[src/rtl/fwd_sel_ctrl_if.sv]
// fwd_sel_ctrl_if: bundle between the ID-stage decode/hazard logic and the
// EX operand-forwarding controller.
//   master : ID side. Drives id_* fields and flush; receives the selects,
//            stall and the shadow destination registers.
//   slave  : forwarding controller (fwd_sel_ctrl).
// Signals:
//   id_valid, id_rs, id_rt, id_dst, id_we, id_load, flush : ID instruction
//   sel_a, sel_b  : registered 2-bit ALU operand mux selects
//   stall         : combinational load-use stall
//   ex_dst, mem_dst, wb_dst : shadow destination registers
interface fwd_sel_ctrl_if #(
  parameter int RA_W = 5
);
  logic            id_valid;
  logic [RA_W-1:0] id_rs;
  logic [RA_W-1:0] id_rt;
  logic [RA_W-1:0] id_dst;
  logic            id_we;
  logic            id_load;
  logic            flush;
  logic [1:0]      sel_a;
  logic [1:0]      sel_b;
  logic            stall;
  logic [RA_W-1:0] ex_dst;
  logic [RA_W-1:0] mem_dst;
  logic [RA_W-1:0] wb_dst;

  modport master (
    output id_valid, id_rs, id_rt, id_dst, id_we, id_load, flush,
    input  sel_a, sel_b, stall, ex_dst, mem_dst, wb_dst
  );

  modport slave (
    input  id_valid, id_rs, id_rt, id_dst, id_we, id_load, flush,
    output sel_a, sel_b, stall, ex_dst, mem_dst, wb_dst
  );
endinterface

[src/rtl/fwd_sel_ctrl.sv]
// fwd_sel_ctrl: EX-stage ALU operand forwarding select generator.
// Tracks a shadow of the destination/write-enable of the instructions in EX,
// MEM and WB, decides each operand's forwarding source while the consumer is
// still in ID, and registers the selects on the edge that moves it into EX.
// Raises a one-cycle load-use stall (bubble into EX) when needed.
//
// Ports:
//   clk    : clock, rising edge
//   rst_n  : asynchronous active-low reset
//   bus    : fwd_sel_ctrl_if.slave (ID fields, flush, sel_a/sel_b, stall,
//            ex_dst/mem_dst/wb_dst)
// Select codes: 00 regfile, 01 EX/MEM ALU, 10 MEM/WB data, 11 WB bypass latch.
//
// Build option: FWD_SEL_WB_BYPASS_EN
//   defined   - a WB-stage match selects 11 (external last-write latch).
//   undefined - register file is write-first; WB matches select 00 and
//               code 11 is never produced.
module fwd_sel_ctrl #(
  parameter int RA_W     = 5,
  parameter int ZERO_REG = 0
) (
  input logic          clk,
  input logic          rst_n,
  fwd_sel_ctrl_if.slave bus
);

  localparam logic [RA_W-1:0] ZR = RA_W'(ZERO_REG);

  // Only EX needs the load flag (load-use check); the WB write-enable only
  // matters when the bypass latch exists.
  logic [RA_W-1:0] ex_dst_q, mem_dst_q, wb_dst_q;
  logic            ex_we_q, ex_load_q, mem_we_q;
`ifdef FWD_SEL_WB_BYPASS_EN
  logic            wb_we_q;
`endif

  logic       stall_c;
  logic       adv;
  logic [1:0] sel_a_d, sel_b_d;
  logic [1:0] sel_a_q, sel_b_q;

  // Youngest producer wins: EX beats MEM beats WB.
  function automatic logic [1:0] fwd_code(input logic [RA_W-1:0] s);
    logic [1:0] c;
    c = 2'b00;
    if (s == ZR)
      c = 2'b00;
    else if (ex_we_q && ex_dst_q == s)
      c = 2'b01;
    else if (mem_we_q && mem_dst_q == s)
      c = 2'b10;
`ifdef FWD_SEL_WB_BYPASS_EN
    else if (wb_we_q && wb_dst_q == s)
      c = 2'b11;
`endif
    return c;
  endfunction

  always_comb begin
    stall_c = bus.id_valid & ~bus.flush & ex_load_q & ex_we_q &
              (ex_dst_q != ZR) &
              ((ex_dst_q == bus.id_rs) | (ex_dst_q == bus.id_rt));
    adv     = bus.id_valid & ~stall_c & ~bus.flush;
    sel_a_d = fwd_code(bus.id_rs);
    sel_b_d = fwd_code(bus.id_rt);
  end

  always_ff @(posedge clk or negedge rst_n) begin
    if (!rst_n) begin
      ex_dst_q  <= '0;
      ex_we_q   <= 1'b0;
      ex_load_q <= 1'b0;
      mem_dst_q <= '0;
      mem_we_q  <= 1'b0;
      wb_dst_q  <= '0;
`ifdef FWD_SEL_WB_BYPASS_EN
      wb_we_q   <= 1'b0;
`endif
      sel_a_q   <= '0;
      sel_b_q   <= '0;
    end else begin
      wb_dst_q  <= mem_dst_q;
`ifdef FWD_SEL_WB_BYPASS_EN
      wb_we_q   <= mem_we_q;
`endif
      mem_dst_q <= ex_dst_q;
      mem_we_q  <= ex_we_q;
      if (adv) begin
        ex_dst_q  <= bus.id_dst;
        ex_we_q   <= bus.id_we;
        ex_load_q <= bus.id_load;
        sel_a_q   <= sel_a_d;
        sel_b_q   <= sel_b_d;
      end else begin
        ex_dst_q  <= '0;
        ex_we_q   <= 1'b0;
        ex_load_q <= 1'b0;
        sel_a_q   <= '0;
        sel_b_q   <= '0;
      end
    end
  end

  assign bus.sel_a   = sel_a_q;
  assign bus.sel_b   = sel_b_q;
  assign bus.stall   = stall_c;
  assign bus.ex_dst  = ex_dst_q;
  assign bus.mem_dst = mem_dst_q;
  assign bus.wb_dst  = wb_dst_q;

endmodule

[src/flat_wrapper.sv]
// flat-port wrapper written by rule: the top's interface ports become plain ports
module fwd_sel_ctrl_flat 
#(
  parameter int RA_W     = 5,
  parameter int ZERO_REG = 0
)
  (clk, rst_n, bus_id_valid, bus_id_rs, bus_id_rt, bus_id_dst, bus_id_we, bus_id_load, bus_flush, bus_sel_a, bus_sel_b, bus_stall, bus_ex_dst, bus_mem_dst, bus_wb_dst);
  fwd_sel_ctrl_if #(.RA_W(RA_W)) bus_i ();
  input logic clk;
  input logic rst_n;
  input wire logic [$bits(bus_i.id_valid)-1:0] bus_id_valid;
  input wire logic [$bits(bus_i.id_rs)-1:0] bus_id_rs;
  input wire logic [$bits(bus_i.id_rt)-1:0] bus_id_rt;
  input wire logic [$bits(bus_i.id_dst)-1:0] bus_id_dst;
  input wire logic [$bits(bus_i.id_we)-1:0] bus_id_we;
  input wire logic [$bits(bus_i.id_load)-1:0] bus_id_load;
  input wire logic [$bits(bus_i.flush)-1:0] bus_flush;
  output wire logic [$bits(bus_i.sel_a)-1:0] bus_sel_a;
  output wire logic [$bits(bus_i.sel_b)-1:0] bus_sel_b;
  output wire logic [$bits(bus_i.stall)-1:0] bus_stall;
  output wire logic [$bits(bus_i.ex_dst)-1:0] bus_ex_dst;
  output wire logic [$bits(bus_i.mem_dst)-1:0] bus_mem_dst;
  output wire logic [$bits(bus_i.wb_dst)-1:0] bus_wb_dst;
  assign bus_i.id_valid = bus_id_valid;
  assign bus_i.id_rs = bus_id_rs;
  assign bus_i.id_rt = bus_id_rt;
  assign bus_i.id_dst = bus_id_dst;
  assign bus_i.id_we = bus_id_we;
  assign bus_i.id_load = bus_id_load;
  assign bus_i.flush = bus_flush;
  assign bus_sel_a = bus_i.sel_a;
  assign bus_sel_b = bus_i.sel_b;
  assign bus_stall = bus_i.stall;
  assign bus_ex_dst = bus_i.ex_dst;
  assign bus_mem_dst = bus_i.mem_dst;
  assign bus_wb_dst = bus_i.wb_dst;
  fwd_sel_ctrl #(.RA_W(RA_W), .ZERO_REG(ZERO_REG)) u_core (.clk(clk), .rst_n(rst_n), .bus(bus_i));
endmodule
[config.mk]
export PLATFORM = sky130hd
export DESIGN_NAME = fwd_sel_ctrl_flat
export DESIGN_NICKNAME = d
export VERILOG_FILES = /design/src/rtl/fwd_sel_ctrl_if.sv /design/src/rtl/fwd_sel_ctrl.sv /design/src/flat_wrapper.sv
export SDC_FILE = /design/constraint.sdc
export NUM_CORES = 1
export LEC_CHECK = 0
export BUFFER_PORTS_ARGS = -buffer_cell sky130_fd_sc_hd__buf_4
export CAP_MARGIN = 20
export CELL_PAD_IN_SITES_DETAIL_PLACEMENT = 1
export CELL_PAD_IN_SITES_GLOBAL_PLACEMENT = 2
export CORE_MARGIN = 4
export CORE_UTILIZATION = 27
export CTS_BUF_LIST = sky130_fd_sc_hd__clkbuf_4 sky130_fd_sc_hd__clkbuf_8
export DETAILED_ROUTE_END_ITERATION = 6
export PLACE_DENSITY_LB_ADDON = 0.3
export SETUP_SLACK_MARGIN = 0.15
export SLEW_MARGIN = 15
export SYNTH_ARGS = -nofsm -noshare
export SYNTH_HDL_FRONTEND = slang
export SYNTH_SLANG_ARGS = --single-unit
[constraint.sdc]
create_clock -name clk -period 1.16 [get_ports clk]
set_input_delay 0.058 -clock clk [delete_from_list [all_inputs] [get_ports clk]]
set_output_delay 0.058 -clock clk [all_outputs]
set_load 0.01 [all_outputs]
=== Word-level counts from Yosys, hierarchy flattened ===
Cells that the tools add are included.

* Muxes and demuxes: 11
* Bitwise gates (word level): 10
* Equal/unequal tests: 4
* Reductions and logical operators: 7

{| class="wikitable"
|+ Operators with widths
! cell !! count
|-
| 5-bit == test || 4
|-
| 2-bit 2-to-1 mux || 8
|-
| 5-bit zero test || 2
|-
| 1-bit AND || 7
|-
| 5-bit 2-to-1 mux || 1
|-
| 5-bit nonzero test || 1
|-
| 1-bit logical AND || 4
|-
| 1-bit 2-to-1 mux || 2
|-
| 1-bit inverter || 2
|-
| 1-bit bitwise OR || 1
|}

* Bits of input ports: 21
* Output and inout bits: 20
* Flip-flop bits (word level): 22

=== Depth between registers and ports, before layout ===
* Word-level depth: 10
* Gate-level depth with buffers: 6
* Depth with buffers taken out: 4

=== Worst setup path after synthesis ===
OpenSTA, ideal clock, no wires.

* Path kind: reg2out
* Start point: register u_core.ex_dst_q[4] (netlist: u_core.bus.ex_dst[4])
* End point: output port bus_stall
* Slack: -0.177 ns
* Arrival time: 1.279 ns
* Data required time: 1.102 ns
* Stages on the path, launching flop included: 6
* Cells stage by stage: dfrtp_1 -> xnor2_1 -> nand3_1 -> o22ai_2 -> buf_4 -> and2_1

* Longest elaborated chain between the ends: 3

{| class="wikitable"
|+ RTL lines
! what !! line !! text
|-
| start: declaration || fwd_sel_ctrl.sv:31 || <nowiki>logic [RA_W-1:0] ex_dst_q, mem_dst_q, wb_dst_q;</nowiki>
|-
| start signal: assignment || fwd_sel_ctrl.sv:89 || <nowiki>ex_dst_q <= bus.id_dst;</nowiki>
|-
| 5-bit == test or 5-bit nonzero test (tied branches) || fwd_sel_ctrl.sv:62, fwd_sel_ctrl.sv:61 ||
|-
| 1-bit bitwise OR or 1-bit AND (tied branches) || fwd_sel_ctrl.sv:62, fwd_sel_ctrl.sv:60 ||
|-
| 1-bit AND * || fwd_sel_ctrl.sv:61 || <nowiki>(ex_dst_q != ZR) &</nowiki>
|-
| end: declaration || flat_wrapper.sv:20 || <nowiki>output wire logic [$bits(bus_i.stall)-1:0] bus_stall;</nowiki>
|}

Mark *: on every way between the ends. The rest lies on a longest branch, timed or not.

=== Final worst setup path ===
Ends and elaborated chain as after synthesis.

==> results_dict.tcl <==
set metrics [dict create \
    hold_violations 0 \
    yosys.area.top_type "dfrtp_1" \
    path_clk_slew_ns 0.08 \
    first_pass_iters 4 \
    fp.dieW_um 69.0 \
    p_comb_frac 0.199 \
    detailedPlace.worstSlack_ns -0.312 \
    grt_pass1_wl_um 5060 \
    ys_ff_latch 22 \
    cts_sinks 22 \
    synth.area.top_cells "dfrtp_1 55%, xnor2_1 10%, xor2_1 7.0%" \
    intPower_uw 1290 \
    drtIter0Drc 27 \
    drive_above_1_share 0.600 \
    syn_inst 88 \
    hold_start "bus_id_dst[0]" \
    n_antenna_cell 0 \
    dp_hpwl_um 2410 \
    nFillCells 394 \
    wl_per_cell_um 16.0 \
    setup_viol 13 \
    hold_end "u_core.bus.ex_dst[0]" \
    rsz0062_at_grt "true" \
    r2r-end "u_core.bus.sel_a[1]" \
    vias 924 \
    pwr-share-clk 0.324 \
    grt_usage 0.149 \
    final_nets 177 \
    crit_type "reg2out" \
    m1WireLength_um 1230 \
    maxSlewViolCount 0 \
    maxUsedRoutingLayer "met4" \
    drtAntennaViolNets 0 \
    timing.hold.ws_ns 0.0181 \
    whs_path_depth 3 \
    die_area_mm2 0.00476 \
    worstSetupStartpointType "flip-flop" \
    p_leak_uw 0.000813 \
    r2r-start "u_core.bus.ex_dst[4]" \
    violations "setup timing" \
    via_per_inst 4.60 \
    htree_num_levels 1 \
    max-vdd-ir-drop_mv 0.319 \
    grt_max_degree 23 \
    period_share 1.33 \
    cts_buffer_depth 2 \
    swShare 0.250 \
    pin_count 41 \
    core_area_mm2 0.00347 \
    skew_ns 0.00117 \
    powerDensity_mw_per_mm2 984 \
    overflow 0 \
    synth_area_mm2 0.00100 \
    portBuffers 40 \
    p_seq_frac 0.477 \
    numCtsBuffers 3 \
    yosysUniqueCellTypes 24 \
    tightest_slew_ns 0.402 \
    die_h_um 69.0 \
    required_ns 1.10 \
    finalWeightedCongestion 0.889 \
    slew-limit-headroom 0.732 \
    syn_avg_cell_area_um2 11.4 \
    stdcell_area_mm2 0.00174 \
    place_area_mm2 0.00148 \
    netlist.area_leader.share 0.549 \
    cts-root-buf "clkbuf_8" \
    syn2layout_area_growth_pct 73.8 \
    met3WireLength_um 208 \
    period_needed_ns 1.54 \
    clk-insertion-delay-late_ns 0.26 \
    yosysWarnings 0 \
    cap_violations 0 \
    num_rows 21 \
    start_util 0.289 \
    drc 0 \
    dr_wl_met2_um 1740 \
    status "finished with violations" \
    rr_worst_depth 7 \
    cts_tree "built" \
    routed_wl_um 3220 \
    synth-seq-area-share 0.549 \
    fin_ws_ns -0.378 \
    rrSetupSlack_ns -0.35 \
    antenna_found_initial 0 \
    hold_class "in2reg" \
    cp.arrival_ns 1.48 \
    end_kind "output pin" \
    switchingPower_uw 429 \
    synth_nets 109 \
    grt_pass1_vias 1064 \
    critPathMaxFanout 4 \
    max_freq_ghz 0.650 \
]
[state kept, by name, indices dropped and copies added, names as in the netlist]
signal,cells
u_core.mem_we_q,1
u_core.bus.sel_a,2
u_core.bus.mem_dst,5
u_core.bus.wb_dst,5
u_core.bus.sel_b,2
u_core.bus.ex_dst,5
u_core.ex_we_q,1
u_core.ex_load_q,1
[kinds of logic (layout without fill, tap and decap cells)]
group | after synthesis | in the layout | synth area share
AND/OR/NAND/NOR | 27 | 27 | 0.141
flip-flops | 22 | 22 | 0.549
XOR/XNOR | 20 | 20 | 0.175
AO/OA/AOI/OAI | 15 | 15 | 0.110
buffers and inverters | 4 | 71 | 0.0262
[timing repair]
item                       in CTS  in global routing
gates resized for setup        30                  2
buffers inserted                7                  2
setup endpoints to repair      20                 20
hold buffers                    1                  0
pin swaps                       5                  1
hold endpoints to repair       22                  0
[through the flow]
| step | setup TNS [ns] | instances | utilization | total power (µW) |
|---|---|---|---|---|
| after global placement | -2.66 | 187 | 0.427 | 1110 |
| after detailed placement | -3.29 | 187 | 0.427 | 1110 |
| after CTS | -3.75 | 199 | 0.495 | 1720 |
| after global routing | -4.85 | 201 | 0.503 | 1790 |
| final | -3.83 | 201 | 0.503 | 1720 |
| after floorplan | -0.704 | 88 | - | 940 |
[worst max-delay path, stage by stage, from the launching register on]
cell     delay, ns
dfrtp_2       0.46
xnor2_2       0.17
nand3_2       0.12
o22ai_2       0.20
and2_4        0.17
buf_6         0.10
[power groups by stage]
stage | combinational (µW) | sequential (µW) | clock [µW]
final | 342 | 819 | 557
after global placement | 277 | 831 | 0
after floorplan | 101 | 839 | 0
after detailed placement | 280 | 833 | 0
after global routing | 369 | 823 | 601
after CTS | 335 | 819 | 571
[worst max-delay path by stage]
stage                     startpoint                    to  slack [ns]  cells after the start
4_1_cts         u_core.bus.ex_dst[4]             bus_stall       -0.39                      5
5_1_grt         u_core.bus.ex_dst[1]             bus_stall       -0.45                      5
6_report        u_core.bus.ex_dst[4]             bus_stall       -0.38                      5
2_1_floorplan  u_core.bus.mem_dst[1]   u_core.bus.sel_b[1]       -0.09                      4
3_5_place_dp    u_core.bus.ex_dst[4]  u_core.bus.ex_dst[3]       -0.31                      5
3_3_place_gp    u_core.bus.ex_dst[4]   u_core.bus.sel_a[0]       -0.25                      4
[cell usage after synthesis, drive strengths merged]
cell / instances
and2: 2
nand2: 9
nor2b: 1
a211oi: 1
nor4: 2
buf: 3
nand3: 5
dfrtp: 22
a21oi: 9
o211ai: 1
or3: 1
nor3: 2
nor4b: 1
inv: 1
o22ai: 1
xnor2: 12
xor2: 8
or4: 2
a2111oi: 1
o21ai: 2
nor2: 2
[metal layers]
metal | GRT usage | vias to the layer above
li1 | - | 434
met1 | 0.161 | 452
met2 | 0.277 | 34
met3 | 0.0373 | 4
met4 | 0.0584 | 0
met5 | 0 | -
[layout make-up]
cell class,count,area (µm²),area share
timing repair buffer,66,581,0.333
inverter,1,3.75,0.00215
clock buffer,4,55.1,0.0316
sequential,22,557,0.319
multi-input combinational,62,490,0.281
tap,46,57.6,0.0330
[layout by cell type (no fill, tap or decap), drive strengths merged]
| cell | count |
|---|---|
| dlygate4sd3 | 1 |
| or3 | 1 |
| nand3 | 5 |
| nor2b | 1 |
| a21oi | 9 |
| and2 | 2 |
| o211ai | 1 |
| o21ai | 2 |
| nor2 | 2 |
| clkbuf | 4 |
| a211oi | 1 |
| or4 | 2 |
| buf | 65 |
| a2111oi | 1 |
| nor3 | 2 |
| nand2 | 9 |
| nor4b | 1 |
| nor4 | 2 |
| dfrtp | 22 |
| xnor2 | 12 |
| xor2 | 8 |
| inv | 1 |
| o22ai | 1 |
Note: power is estimated with default switching activity, not from simulation.
